`src/rtl/alu_mc.sv`:
```
// alu_mc: WIDTH-bit multi-cycle ALU for the nic8 datapath family.
// Single-cycle ADD/SUB/AND/OR/XOR/SHR/CMP, plus an iterative unsigned
// shift-add MUL (W cycles) behind a start/busy/done handshake.
// Results and flags are registered; sequencer reads them after done.
// Ports:
//   clk        rising-edge clock
//   reset      asynchronous active-high reset, clears all state
//   start      operation request, sampled only while busy=0
//   op         0 ADD,1 SUB,2 AND,3 OR,4 XOR,5 SHR,6 MUL,7 CMP
//   useCarry   chain ADD/SUB/CMP on flagCarry
//   a, b       operands, sampled with start
//   busy       high while MUL iterates
//   done       one-cycle completion pulse
//   result     low result (low product half for MUL)
//   resultHi   high product half, written only by MUL
//   flagCarry, flagShift, flagZero  status flags
module alu_mc #(
  parameter int unsigned WIDTH  = 8,
  parameter int unsigned MUL_EN = 1
) (
  input  logic             clk,
  input  logic             reset,
  input  logic             start,
  input  logic [2:0]       op,
  input  logic             useCarry,
  input  logic [WIDTH-1:0] a,
  input  logic [WIDTH-1:0] b,
  output logic             busy,
  output logic             done,
  output logic [WIDTH-1:0] result,
  output logic [WIDTH-1:0] resultHi,
  output logic             flagCarry,
  output logic             flagShift,
  output logic             flagZero
);

  localparam int unsigned CW = $clog2(WIDTH + 1);

  typedef enum logic {S_IDLE, S_MUL} state_t;
  typedef enum logic [2:0] {
    OP_ADD = 3'd0, OP_SUB = 3'd1, OP_AND = 3'd2, OP_OR  = 3'd3,
    OP_XOR = 3'd4, OP_SHR = 3'd5, OP_MUL = 3'd6, OP_CMP = 3'd7
  } op_t;

  state_t             state, state_d;
  logic [WIDTH-1:0]   result_d, resulthi_d;
  logic               fc_d, fs_d, fz_d, done_d;
  logic [WIDTH-1:0]   ma, ma_d;
  // prod holds {partial sum, remaining multiplier bits}; after W steps it
  // is the full 2W product.
  logic [2*WIDTH-1:0] prod, prod_d, step_prod;
  logic [CW-1:0]      count, count_d;
  logic [WIDTH:0]     sum, diff, step_sum;
  logic               ci, bi;

  assign busy = (state == S_MUL);

  always_comb begin
    state_d    = state;
    result_d   = result;
    resulthi_d = resultHi;
    fc_d       = flagCarry;
    fs_d       = flagShift;
    fz_d       = flagZero;
    done_d     = 1'b0;
    ma_d       = ma;
    prod_d     = prod;
    count_d    = count;

    ci   = useCarry & flagCarry;
    bi   = useCarry & ~flagCarry;
    sum  = {1'b0, a} + {1'b0, b} + {{WIDTH{1'b0}}, ci};
    diff = {1'b0, a} - {1'b0, b} - {{WIDTH{1'b0}}, bi};

    step_sum  = {1'b0, prod[2*WIDTH-1:WIDTH]} + (prod[0] ? {1'b0, ma} : '0);
    step_prod = {step_sum, prod[WIDTH-1:1]};

    case (state)
      S_IDLE: begin
        if (start) begin
          done_d = 1'b1;
          case (op_t'(op))
            OP_ADD: begin
              result_d = sum[WIDTH-1:0];
              fc_d     = sum[WIDTH];
              fz_d     = (sum[WIDTH-1:0] == '0);
            end
            OP_SUB: begin
              result_d = diff[WIDTH-1:0];
              fc_d     = ~diff[WIDTH];
              fz_d     = (diff[WIDTH-1:0] == '0);
            end
            OP_CMP: begin
              fc_d = ~diff[WIDTH];
              fz_d = (diff[WIDTH-1:0] == '0);
            end
            OP_AND: begin
              result_d = a & b;
              fz_d     = ((a & b) == '0);
            end
            OP_OR: begin
              result_d = a | b;
              fz_d     = ((a | b) == '0);
            end
            OP_XOR: begin
              result_d = a ^ b;
              fz_d     = ((a ^ b) == '0);
            end
            OP_SHR: begin
              result_d = {flagShift, a[WIDTH-1:1]};
              fs_d     = a[0];
              fz_d     = ({flagShift, a[WIDTH-1:1]} == '0);
            end
            OP_MUL: begin
              if (MUL_EN != 0) begin
                done_d  = 1'b0;
                state_d = S_MUL;
                ma_d    = a;
                prod_d  = {{WIDTH{1'b0}}, b};
                count_d = CW'(WIDTH);
              end
            end
            default: ;
          endcase
        end
      end
      S_MUL: begin
        prod_d  = step_prod;
        count_d = count - CW'(1);
        if (count == CW'(1)) begin
          state_d    = S_IDLE;
          done_d     = 1'b1;
          result_d   = step_prod[WIDTH-1:0];
          resulthi_d = step_prod[2*WIDTH-1:WIDTH];
          fc_d       = (step_prod[2*WIDTH-1:WIDTH] != '0);
          fz_d       = (step_prod == '0);
        end
      end
      default: state_d = S_IDLE;
    endcase
  end

  always_ff @(posedge clk or posedge reset) begin
    if (reset) begin
      state     <= S_IDLE;
      result    <= '0;
      resultHi  <= '0;
      flagCarry <= 1'b0;
      flagShift <= 1'b0;
      flagZero  <= 1'b0;
      done      <= 1'b0;
      ma        <= '0;
      prod      <= '0;
      count     <= '0;
    end else begin
      state     <= state_d;
      result    <= result_d;
      resultHi  <= resulthi_d;
      flagCarry <= fc_d;
      flagShift <= fs_d;
      flagZero  <= fz_d;
      done      <= done_d;
      ma        <= ma_d;
      prod      <= prod_d;
      count     <= count_d;
    end
  end

endmodule

```
`config.mk`:
```
export PLATFORM = sky130hd
export DESIGN_NAME = alu_mc
export DESIGN_NICKNAME = d
export VERILOG_FILES = /design/src/rtl/alu_mc.sv
export SDC_FILE = /design/constraint.sdc
export NUM_CORES = 1
export LEC_CHECK = 0
export CAP_MARGIN = 10
export CELL_PAD_IN_SITES_DETAIL_PLACEMENT = 1
export CELL_PAD_IN_SITES_GLOBAL_PLACEMENT = 2
export CORE_MARGIN = 8
export CORE_UTILIZATION = 25
export CTS_BUF_LIST = sky130_fd_sc_hd__clkbuf_8 sky130_fd_sc_hd__clkbuf_16
export DETAILED_ROUTE_END_ITERATION = 7
export PLACE_DENSITY_LB_ADDON = 0.25
export SLEW_MARGIN = 20
export SYNTH_ARGS = -nofsm -noshare
export SYNTH_HDL_FRONTEND = slang
export SYNTH_SLANG_ARGS = --single-unit
export TNS_END_PERCENT = 10
```
`constraint.sdc`:
```
create_clock -name clk -period 2.72 [get_ports clk]
set_input_delay 0.816 -clock clk [delete_from_list [all_inputs] [get_ports clk]]
set_output_delay 0.816 -clock clk [all_outputs]
set_load 0.1 [all_outputs]
```
# --- Word level (Yosys, flattened, before mapping) ---
# Cells that the tools add are included.
word_totals:
  register_bits: 49
  out_inout_bits: 21
classes:
  n_bitwise: 8
  muxes: 27
  add_sub_neg: 6
  n_reduce_logical: 17
  eq_ne: 14
ops:
  columns: ["operator", "count"]
  rows:
  - ["8-bit zero test", 6]
  - ["8-bit case mux with 6 select lines", 1]
  - ["16-bit 2-to-1 mux", 2]
  - ["16-bit case mux with 2 select lines", 1]
  - ["8-bit 2-to-1 mux", 3]
  - ["8-bit by 8-bit adder with 9-bit output", 2]
  - ["16-bit zero test", 1]
  - ["8-bit case mux with 2 select lines", 1]
  - ["3-bit AND reduction", 5]
  - ["3-bit equality test (second input constant)", 4]
  - ["1-bit 2-to-1 mux", 10]
  - ["1-bit case mux with 2 select lines", 5]
  - ["9-bit by 1-bit adder with 9-bit output", 1]
  - ["8-bit by 8-bit subtractor with 9-bit output", 1]
  - ["9-bit by 1-bit subtractor with 9-bit output", 1]
  - ["8-bit AND", 1]
  - ["4-bit 2-to-1 mux", 2]
  - ["8-bit OR", 1]
  - ["4-bit case mux with 2 select lines", 1]
  - ["8-bit nonzero test", 1]
  - ["8-bit XOR", 1]
  - ["7-bit by 1-bit != test with 1-bit output (second input constant)", 1]
  - ["7-bit by 2-bit != test with 1-bit output (second input constant)", 1]
  - ["3-bit by 2-bit equality test with 1-bit output (second input constant)", 2]
  - ["other kinds (12)", 17]

# --- Depth between registers and ports, before layout ---
# Gate-level depths: netlist of the first run.
logic_depth:
  word_depth: 7
  depth_mapped: 10
  mapped_depth_nobuf: 10

# --- Worst setup path after synthesis of the first run ---
# OpenSTA, ideal clock, no wires.
synth_timing:
  path_kind: "register -> register"
  start: "register flagCarry"
  end: "register result[6]"
  setup_time_ps: 141
  synth_period_minus_slack_ps: 3302
  path_buffers: 0
  slack_ps: -582
  path_stages_with_launch: 10
  arrival_ps: 3161
  cell_sequence: "dfrtp_1 > nand2b_1 > fa_1 > fa_1 > or3_1 > a21oi_1 > o21bai_1 > xor2_1 > a2111oi_0 > o31ai_1"
synth_via:
  elab_chain_cells: 6
  word_cells_on_any_way: 8
synth_rtl:
  columns: ["item", "line_no", "text"]
  rows:
  - ["from (decl)", "32", "output logic flagCarry,"]
  - ["from (signal assigned)", "148", "flagCarry <= 1'b0;"]
  - ["from (signal assigned)", "159", "flagCarry <= fc_d;"]
  - ["1-bit NOT", "71", "bi = useCarry & ~flagCarry;"]
  - ["1-bit AND", "71", null]
  - ["9-bit by 1-bit subtractor with 9-bit output", "73", "diff = {1'b0, a} - {1'b0, b} - {{WIDTH{1'b0}}, bi};"]
  - ["8-bit case mux with 6 select lines (*)", "82", "case (op_t'(op))"]
  - ["8-bit 2-to-1 mux (*)", "80", "if (start) begin"]
  - ["8-bit case mux with 2 select lines (*)", "78", "case (state)"]
  - ["to (signal assigned)", "157", "result <= result_d;"]
  - ["to (decl)", "30", "output logic [WIDTH-1:0] result,"]
# Mark *: on every way between the ends. The rest lies on a longest branch, timed or not. The select of a mux whose other input is x is not followed.
# A chain may end at the register's enable or synchronous reset.

# --- Worst setup path in the final report of the first run ---
layout_timing:
  start: "input port a[0]"
  end: "register result[6]"
layout_via:
  elab_chain_cells: 5
  word_cells_on_any_way: 7
layout_rtl:
  columns: ["item", "line_no", "text"]
  rows:
  - ["from (decl)", "26", "input logic [WIDTH-1:0] a,"]
  - ["8-bit by 8-bit subtractor with 9-bit output or 8-bit by 8-bit adder with 9-bit output (tied branches)", "73, 72", null]
  - ["9-bit by 1-bit subtractor with 9-bit output or 9-bit by 1-bit adder with 9-bit output (tied branches)", "73, 72", null]
  - ["8-bit case mux with 6 select lines (*)", "82", null]
  - ["8-bit 2-to-1 mux (*)", "80", null]
  - ["8-bit case mux with 2 select lines (*)", "78", null]
# Marks and branches as above.

==> results of run 1 <==
==> stage by stage <==
stage	instances	util (%)	cell area, um2
4_1_cts	841	37.19	5843
6_report	840	37.89	5953
3_3_place_gp	827	35.16	5525
5_1_grt	840	37.89	5953
2_1_floorplan	461	-	3985
3_5_place_dp	827	35.16	5525
==> worst min-delay path, delay by kind of cell (launching register included) <==
family	cells	cell delay, ps
simple gates	1	50
flops	1	350
compound gates	1	50
==> path summary, 6_finish.rpt <==
kind | from | end | slack (ps) | cells past startpoint
setup / recovery | a[0] | result[6] | -180 | 10
hold / removal | result[0] | result[0] | 480 | 2
setup reg to reg | flagCarry | result[6] | -90 | 10
hold reg to reg | result[0] | result[0] | 480 | 2
max in group asynchronous | reset | resultHi[1] | 1260 | 3
min in group asynchronous | reset | count[0] | 850 | 2
==> area by class of cell <==
cell class,count,area (um2),area share (%)
well taps,216,270.3,4.540
clock inverters,3,17.52,0.2942
flip-flops and latches,49,1227,20.62
repair buffers,172,1381,23.20
inverters,42,157.7,2.648
multi-input cells,353,2774,46.60
clock buffers,5,125.1,2.102
==> where the power goes <==
group / switching, W / internal [W] / leakage (nW)
combinational: 0.00222 / 0.00139 / 2.15
clock: 0.000281 / 0.000340 / 0.0754
sequential: 0.000259 / 0.00104 / 0.618
==> Yosys cell counts (9+ instances only) <==
library cell	number	area, um2
a21oi_1	29	145.1
dfrtp_1	49	1226
clkbuf_1	16	60.06
nand2_1	47	176.4
nor3_1	9	45.04
o21ai_0	31	155.2
inv_1	42	157.7
mux2_2	9	101.4
nor2_1	32	120.1
and2_1	9	56.30
ha_1	40	500.5
==> metal layers <==
| metal | part of all wire (%) | wire length (um) | vias up | track usage (%) |
|---|---|---|---|---|
| met3 | 4.0 | 694 | 18 | 2.885 |
| met4 | 1.3 | 221 | 0 | 2.600 |
| met1 | 48 | 8320 | 2101 | 24.19 |
| met5 | 0 | 0 | - | 0 |
| li1 | - | - | 2003 | - |
| met2 | 46 | 7956 | 101 | 28.01 |
==> sequential cells by signal, summed over array words and instances, names as in the netlist <==
register / flops
prod: 16
ma: 8
resultHi: 8
result: 8
count: 4
busy: 1
done: 1
flagCarry: 1
flagShift: 1
flagZero: 1
==> cells by family (layout without fill, tap and decap cells) <==
logic type / Yosys count / count (layout) / synth area share, %
buf+inv: 59 / 222 / 5.580
simple gates: 145 / 145 / 18.35
compound gates: 138 / 138 / 23.87
flops: 49 / 49 / 30.90
mux: 12 / 12 / 3.310
fa+ha+maj: 45 / 45 / 15.13
xor+xnor: 13 / 13 / 2.869
==> repair_timing <==
action                                  in CTS  in global routing
pin swaps                                   16                 10
buffers inserted                             6                  0
gates resized for setup                     58                 21
endpoints found under the setup margin      10                 10
==> run_results.csv, run 1 <==
group,metric,value,unit
pwr,leakage,2.843,nW
timing,maxSlewHeadroom,66.35,%
global_route,first_global_vias,4455,
final_layout,final_cell_mix,"143 x buf_4, 48 x dfrtp_1, 47 x nand2_1",
routing,final_antenna_net_count,0,
die,dieArea,20160,um2
critical_path,path_class,"primary input to register",
clock_tree,path_clk_slew,70,ps
die,rows,46,
timing,slew_viol_final,0,
placed_design,place_congestion,0.9296,
routing,firstDrtPassIters,6,
timing,hold_viol,0,
clock_tree,cts_buffers,5,
final_layout,final_common_cell,"buf_4",
timing,worstMarginPinSlew,501.3,ps
die,chipWidth,142.0,um
critical_path,crit_buf_inv,2,
timing,fin_tns_setup,-626.9,ps
global_route,grt_pass1_wl,26880,um
logic_synthesis,yosysSeqAreaShare,30.90,%
run_status,violations,"setup timing",
critical_path,crit_chain,"buf_6 -> fa_2 -> fa_2 -> or3_4 -> a21oi_4 -> o21bai_1 -> xor2_1 -> a2111oi_2 -> buf_4 -> o31ai_2",
logic_synthesis,dominantRegCellSynth,"dfrtp_1",
routing,num_vias,4223,
logic_synthesis,synth.ff_latch_count,49,
clock_tree,cts_buffer_depth,2,
timing,setup_viol,5,
critical_path,crit_family,"adder cells",
logic_synthesis,syn_nets,529,
timing,rsz0062_at_grt,"true",
clock_tree,cts_max_level,2,
logic_synthesis,yosys.cell_types.count,60,
global_route,antenna_found_initial,0,
logic_synthesis,syn_inst,461,
final_layout,n_fill_cell,1837,
critical_path,max_stage_delay,400,ps
die,coreArea,15710,um2
global_route,grt.overflow.total,0,
clock_tree,ctsRootBufferMaster,"clkbuf_16",
clock_tree,clkSinkCount,49,
timing,setup_slack,-179.5,ps
final_layout,synthToLayoutAreaGrowth,50.00,%
pwr,power,0.005522,W
clock_tree,insertion_delay,290,ps
critical_path,critPathMostFrequentCell,"fa_2",
routing,avgViaCountPerCell,5.027,
logic_synthesis,synth_edf_count,0,
routing,drt_wl_total,17190,um
placed_design,portBuffers,43,
die,die_h,142.0,um
timing,post-route-min-period,2899,ps
critical_path,cp-start-kind,"primary input",
global_route,grtUsageTotal,17.38,%
pwr,powerDensity,927.6,nW/um2
min_path,min_path_type,"register to register",
timing,finalCritPeriodShare,106.6,%
critical_path,critPathCaptureType,"register",
pwr,peakVddDrop,0.0005028,V
run,maxCapViolations,0,
run_status,outcome,"complete, but fails checks",
logic_synthesis,yosysWarnings,0,
logic_synthesis,async_reset_ff_share,100.0,%
die,initial_core_util,25.26,%
timing,holdWs,478.8,ps
critical_path,cp.required,2900,ps
critical_path,crit_slowest_cell,"fa_2",
critical_path,worst_ep_arrival_time,3080,ps
final_layout,layout-drive-gt1-share,35.74,%
timing,clock.fmax,0.3449,GHz
final_layout,layout.nets,691,
logic_synthesis,postSynthAreaPerCell,8.609,um2
global_route,grt_max_degree,34,
critical_path,crit_fanout,3,
placed_design,place_ws,-1058,ps
die,io_pins,44,
clock_tree,cts_tree,"yes",
final_layout,n_antenna_cell,0,
clock_tree,hold_buffers,0,
routing,wl_per_cell,20.47,um
logic_synthesis,synth_area,3969,um2
routing,first_iter_violations,323,
timing,clock_skew,9.883,ps
placed_design,dp_hpwl,14110,um
routing,drc_errors,0,
(Power assumes the default switching activity.)
==> run 2: changes to the inputs <==
- CORE_MARGIN: 8 -> not set
- CTS_BUF_LIST: sky130_fd_sc_hd__clkbuf_8 sky130_fd_sc_hd__clkbuf_16 -> not set
==> run 2 against run 1 <==
The flow still finishes with violations (setup timing). Largest cell class unchanged. Clock skew shrank 4.0 ps. Power grew 1.7%. Routed wire length grew 1.2%. Sequential cell count is the same. Critical path type unchanged.
==> run_results.csv, run 2 (synthesis gave the netlist of run 1 again) <==
group,metric,value,unit
run_status,outcome,"complete, but fails checks",
run_status,violations,"setup timing",
routing,drc_errors,0,
critical_path,rr_worst_depth,9,
timing,holdWs,478.2,ps
global_route,grt_max_degree,50,
routing,final_antenna_net_count,0,
final_layout,largest_reg_flops,16,
global_route,grt_pass1_wl,26740,um
routing,firstDrtPassIters,5,
critical_path,rr_endpoint,"flagZero",
routing,avgViaCountPerCell,5.113,
clock_tree,cts_buffer_depth,2,
clock_tree,clkSinkCount,49,
critical_path,critPathCapture,"flagCarry",
final_layout,synthToLayoutAreaGrowth,55.45,%
clock_tree,path_clk_slew,60,ps
critical_path,crit_fanout,3,
global_route,antenna_found_initial,0,
routing,num_vias,4310,
final_layout,largest-register,"prod",
pwr,leakage,2.892,nW
critical_path,r2r_slack,-140,ps
timing,setup_slack,-167.1,ps
pwr,power,0.005614,W
final_layout,layout.nets,699,
global_route,first_global_vias,4481,
global_route,grtUsageTotal,21.98,%
clock_tree,cts_tree,"yes",
timing,clock_skew,5.921,ps
final_layout,final_common_cell,"buf_4",
timing,worstMarginPinSlew,437.2,ps
critical_path,cp.required,2940,ps
die,io_pins,44,
routing,wl_per_cell,20.63,um
clock_tree,ctsRootBufferMaster,"clkbuf_16",
die,coreArea,15370,um2
placed_design,portBuffers,43,
critical_path,cp-startpoint,"a[0]",
timing,hold_viol,0,
die,dieArea,16380,um2
critical_path,worst_ep_arrival_time,3100,ps
final_layout,final_cell_count_no_fill,843,
final_layout,n_antenna_cell,0,
die,chipWidth,128.0,um
die,die_h,128.0,um
routing,drt_wl_total,17390,um
min_path,min_from,"resultHi[5]",
final_layout,final_cell_mix,"149 x buf_4, 48 x dfrtp_1, 47 x nand2_1",
global_route,grt.overflow.total,0,
timing,maxSlewHeadroom,70.66,%
critical_path,cp-start-kind,"primary input",
run,maxCapViolations,0,
critical_path,critPathCaptureType,"register",
clock_tree,insertion_delay,300,ps
placed_design,dp_hpwl,13810,um
placed_design,dp.cells,826,
clock_tree,cts_buffers,5,
clock_tree,cts_max_level,2,
critical_path,r2r-start,"prod[0]",
timing,slew_viol_final,0,
die,initial_core_util,25.82,%
critical_path,path_class,"primary input to register",
pwr,peakVddDrop,0.0004666,V
timing,rsz0062_at_grt,"true",
timing,setup_viol,6,
final_layout,layout-drive-gt1-share,38.77,%
die,rows,45,
min_path,min_path_type,"register to register",
timing,clock.fmax,0.3464,GHz
placed_design,place_congestion,0.9075,
pwr,powerDensity,910.0,nW/um2
timing,finalCritPeriodShare,106.1,%
placed_design,place_ws,-1115,ps
routing,first_iter_violations,286,
timing,post-route-min-period,2887,ps
[run 2: critical path: stages]
cell       delay (ps)
buf_8             110
fa_2              410
fa_2              370
or3_4             430
a21oi_4           160
buf_6             120
o2bb2ai_4         110
xor2_1             80
a221o_1           370
a31oi_1           130
[run 2: worst min-delay path by stage]
stage | endpoint | slack, ps | cells past startpoint
6_report | resultHi[5] | 480 | 2
5_1_grt | resultHi[6] | 510 | 2
4_1_cts | resultHi[1] | 480 | 2
3_5_place_dp | resultHi[5] | 470 | 2
3_3_place_gp | resultHi[1] | 460 | 2
2_1_floorplan | prod[10] | 460 | 2
[run 2: metrics by stage]
step | cell area [um2] | utilization (%) | TNS [ps]
after detailed placement | 5574 | 36.26 | -9786
final | 6170 | 40.14 | -590.3
after global placement | 5574 | 36.26 | -9152
after global routing | 6170 | 40.14 | -1230
after floorplan | 3985 | - | -939.8
after CTS | 6056 | 39.40 | -666.5
[run 2: repair_timing]
action	in CTS	in global routing
hold buffers	0	0
setup buffers	9	2
endpoints found under the setup margin	10	10
resized for setup	79	23
pin swaps	26	17
[run 2: final cells by class]
class | count | area, um2
fill | 1783 | 9201
multi-input combinational | 353 | 2879
timing repair buffer | 180 | 1466
sequential | 49 | 1227
tap | 211 | 264.0
inverter | 42 | 160.2
clock buffer | 7 | 142.6
clock inverter | 1 | 30.03
[run 2: layer usage]
metal / GRT usage (%) / share of wire (%) / wire length, um
met1: 31.10 / 50 / 8633
met2: 36.13 / 46 / 8073
met3: 2.504 / 2.7 / 465
met4: 4.221 / 1.3 / 218
met5: 0 / 0 / 0
[run 2: where the power goes]
| part | internal [W] | switching [W] | leakage, nW |
|---|---|---|---|
| clock network | 0.000460 | 0.000281 | 0.0841 |
| logic | 0.00137 | 0.00223 | 2.19 |
| registers | 0.00104 | 0.000239 | 0.618 |
==> run 3: changes to the inputs <==
- CAP_MARGIN: 10 -> 20
- TNS_END_PERCENT: 10 -> 100
==> run 3 against run 2 <==
The run still ends with setup timing left. Worst hold slack improved by 10 ps. Non-clock buffer count is the same. Clock power is 17% lower. Routed wire length fell by 3.8%. First-iteration DRC count shrank 10%. Power shrank 0.78%. Combinational power is 2% higher. Highest routed layer unchanged.
==> run_results.csv, run 3 (synthesis gave the netlist of run 1 again) <==
group,metric,value,unit
placed_design,portBuffers,43,
final_layout,finalInstanceArea,6196,um2
routing,drc_errors,0,
min_path,hold_depth,2,
timing,clock_skew,7.117,ps
min_path,min_path_type,"register to register",
clock_tree,cts_buffer_depth,2,
final_layout,layout-drive-gt1-share,40.66,%
global_route,antenna_found_initial,0,
final_layout,largest_reg_flops,16,
critical_path,worst_ep_arrival_time,3110,ps
critical_path,max_stage_delay,410,ps
routing,drt_wl_total,16730,um
die,rows,45,
pwr,combPwrFrac,65.7,%
critical_path,crit_slowest_cell,"fa_2",
run_status,violations,"setup timing",
timing,rsz0062_at_grt,"true",
critical_path,critPathMostFrequentCell,"fa_2",
critical_path,crit_fanout,3,
global_route,grt_max_degree,22,
critical_path,path_depth,10,
timing,worstMarginPinSlew,442.9,ps
die,coreArea,15370,um2
final_layout,largest-register,"prod",
clock_tree,insertion_delay,290,ps
pwr,peakVddDrop,0.0006832,V
placed_design,dp.cells,822,
critical_path,crit_buf_inv,2,
final_layout,final_cell_count_no_fill,843,
final_layout,final_cell_mix,"146 x buf_4, 47 x nand2_1, 47 x dfrtp_1",
routing,avgViaCountPerCell,5.055,
timing,setup_viol,4,
global_route,grtUsageTotal,21.03,%
timing,hold_viol,0,
final_layout,final_common_cell,"buf_4",
timing,post-route-min-period,2896,ps
final_layout,layout.nets,699,
critical_path,r2r_slack,-120,ps
clock_tree,cts_buffers,5,
timing,maxSlewHeadroom,70.16,%
final_layout,final_core_util,40.31,%
global_route,grt_pass1_wl,25970,um
final_layout,n_antenna_cell,0,
die,chipWidth,128.0,um
clock_tree,clkSinkCount,49,
critical_path,crit_chain,"buf_6 -> fa_2 -> fa_2 -> or3_4 -> a21oi_4 -> buf_4 -> o2bb2ai_2 -> xor2_1 -> a221o_1 -> a31oi_1",
pwr,netSwitchingFraction,49.90,%
clock_tree,cts_max_level,2,
clock_tree,path_clk_slew,70,ps
final_layout,n_fill_cell,1791,
final_layout,synthToLayoutAreaGrowth,56.12,%
placed_design,dp_hpwl,13270,um
critical_path,rr_worst_depth,9,
pwr,powerDensity,899.1,nW/um2
global_route,first_global_vias,4479,
timing,holdWs,488.2,ps
die,dieArea,16380,um2
timing,setup_slack,-175.7,ps
critical_path,cp-start-kind,"primary input",
die,die_h,128.0,um
die,initial_core_util,25.82,%
routing,num_vias,4261,
critical_path,crit_family,"adder cells",
die,io_pins,44,
routing,firstDrtPassIters,5,
timing,slew_viol_final,0,
clock_tree,cts_tree,"yes",
clock_tree,ctsRootBufferMaster,"clkbuf_16",
pwr,power_frac_seq,23.3,%
pwr,leakage,2.921,nW
pwr,power_frac_clock,11.0,%
routing,final_antenna_net_count,0,
pwr,intPower,0.002791,W
run_status,outcome,"complete, but fails checks",
run,maxCapViolations,0,
timing,finalCritPeriodShare,106.5,%
global_route,grt.overflow.total,0,
critical_path,cp.required,2930,ps
pwr,p_switching,0.002780,W
routing,wl_per_cell,19.85,um
critical_path,path_class,"primary input to register",
timing,clock.fmax,0.3453,GHz
placed_design,placed_cell_area,5545,um2
placed_design,place_congestion,0.8706,
pwr,power,0.005571,W
critical_path,critPathCaptureType,"register",
routing,first_iter_violations,257,
## run 3: changes by cell type in the layout (fill, tap and decap cells not counted), moves of 3 or more
cell / delta
xnor2_1: -3
buf_6: +3
buf_4: -3
dlymetal6s2s_1: +3
ha_1: +3
nor2b_2: +3
nor2b_1: -3
ha_4: -3
## run 3: final timing paths
check | start | to
worst max-delay path | a[0] | flagCarry
worst min-delay path | result[0] | result[0]
worst max register to register | prod[0] | flagZero
worst min register to register | result[0] | result[0]
max in group asynchronous | reset | flagCarry
min in group asynchronous | reset | resultHi[7]
## run 3: layer usage
layer  global-route usage (%)  share of wire [%]
met1                    30.27                 50
met2                    34.81                 47
met3                    2.212                2.8
met4                    2.422               0.88
met5                        0                  0
## run 3: area by class of cell
| class | instances | area (um2) | area share [%] |
|---|---|---|---|
| Inverter | 42 | 157.7 | 2.544 |
| Multi-Input combinational cell | 353 | 2937 | 47.40 |
| Timing Repair Buffer | 180 | 1473 | 23.77 |
| Clock buffer | 8 | 136.4 | 2.201 |
| Sequential cell | 49 | 1229 | 19.83 |
| Tap cell | 211 | 264.0 | 4.261 |
## run 3: worst register-to-register path: cells and delay by family, from the launching register on
kind | cells | cell delay (ps)
and+or+nand+nor | 4 | 1190
AOI/OAI and AO/OA | 2 | 500
adders and majority gates | 2 | 490
DFF | 1 | 450
xor gates and xnor gates | 1 | 130
## run 3: what timing repair did
item                                    in CTS  in global routing
hold buffers                                 0                  0
endpoints found under the hold margin        0                  0
endpoints found under the setup margin      10                 15
cloned                                       0                  0
pin swaps                                   22                 23
setup buffers                               10                  4
resized for setup                           75                 44
## run 3: power by group through the flow
stage          Clock [W]  Sequential [W]  Combinational [W]
2_1_floorplan          0         0.00216            0.00119
3_3_place_gp           0         0.00128            0.00323
3_5_place_dp           0         0.00129            0.00329
4_1_cts         0.000639         0.00129            0.00355
5_1_grt         0.000663         0.00133            0.00391
6_report        0.000615         0.00130            0.00366
## run 3: through the flow
step                      TNS [ps]  setup slack, ps
after detailed placement     -9602            -1071
final                       -487.9           -175.7
after global routing        -888.5           -250.5
after floorplan             -818.3           -311.2
after CTS                   -793.6           -216.6
after global placement       -8591            -1032
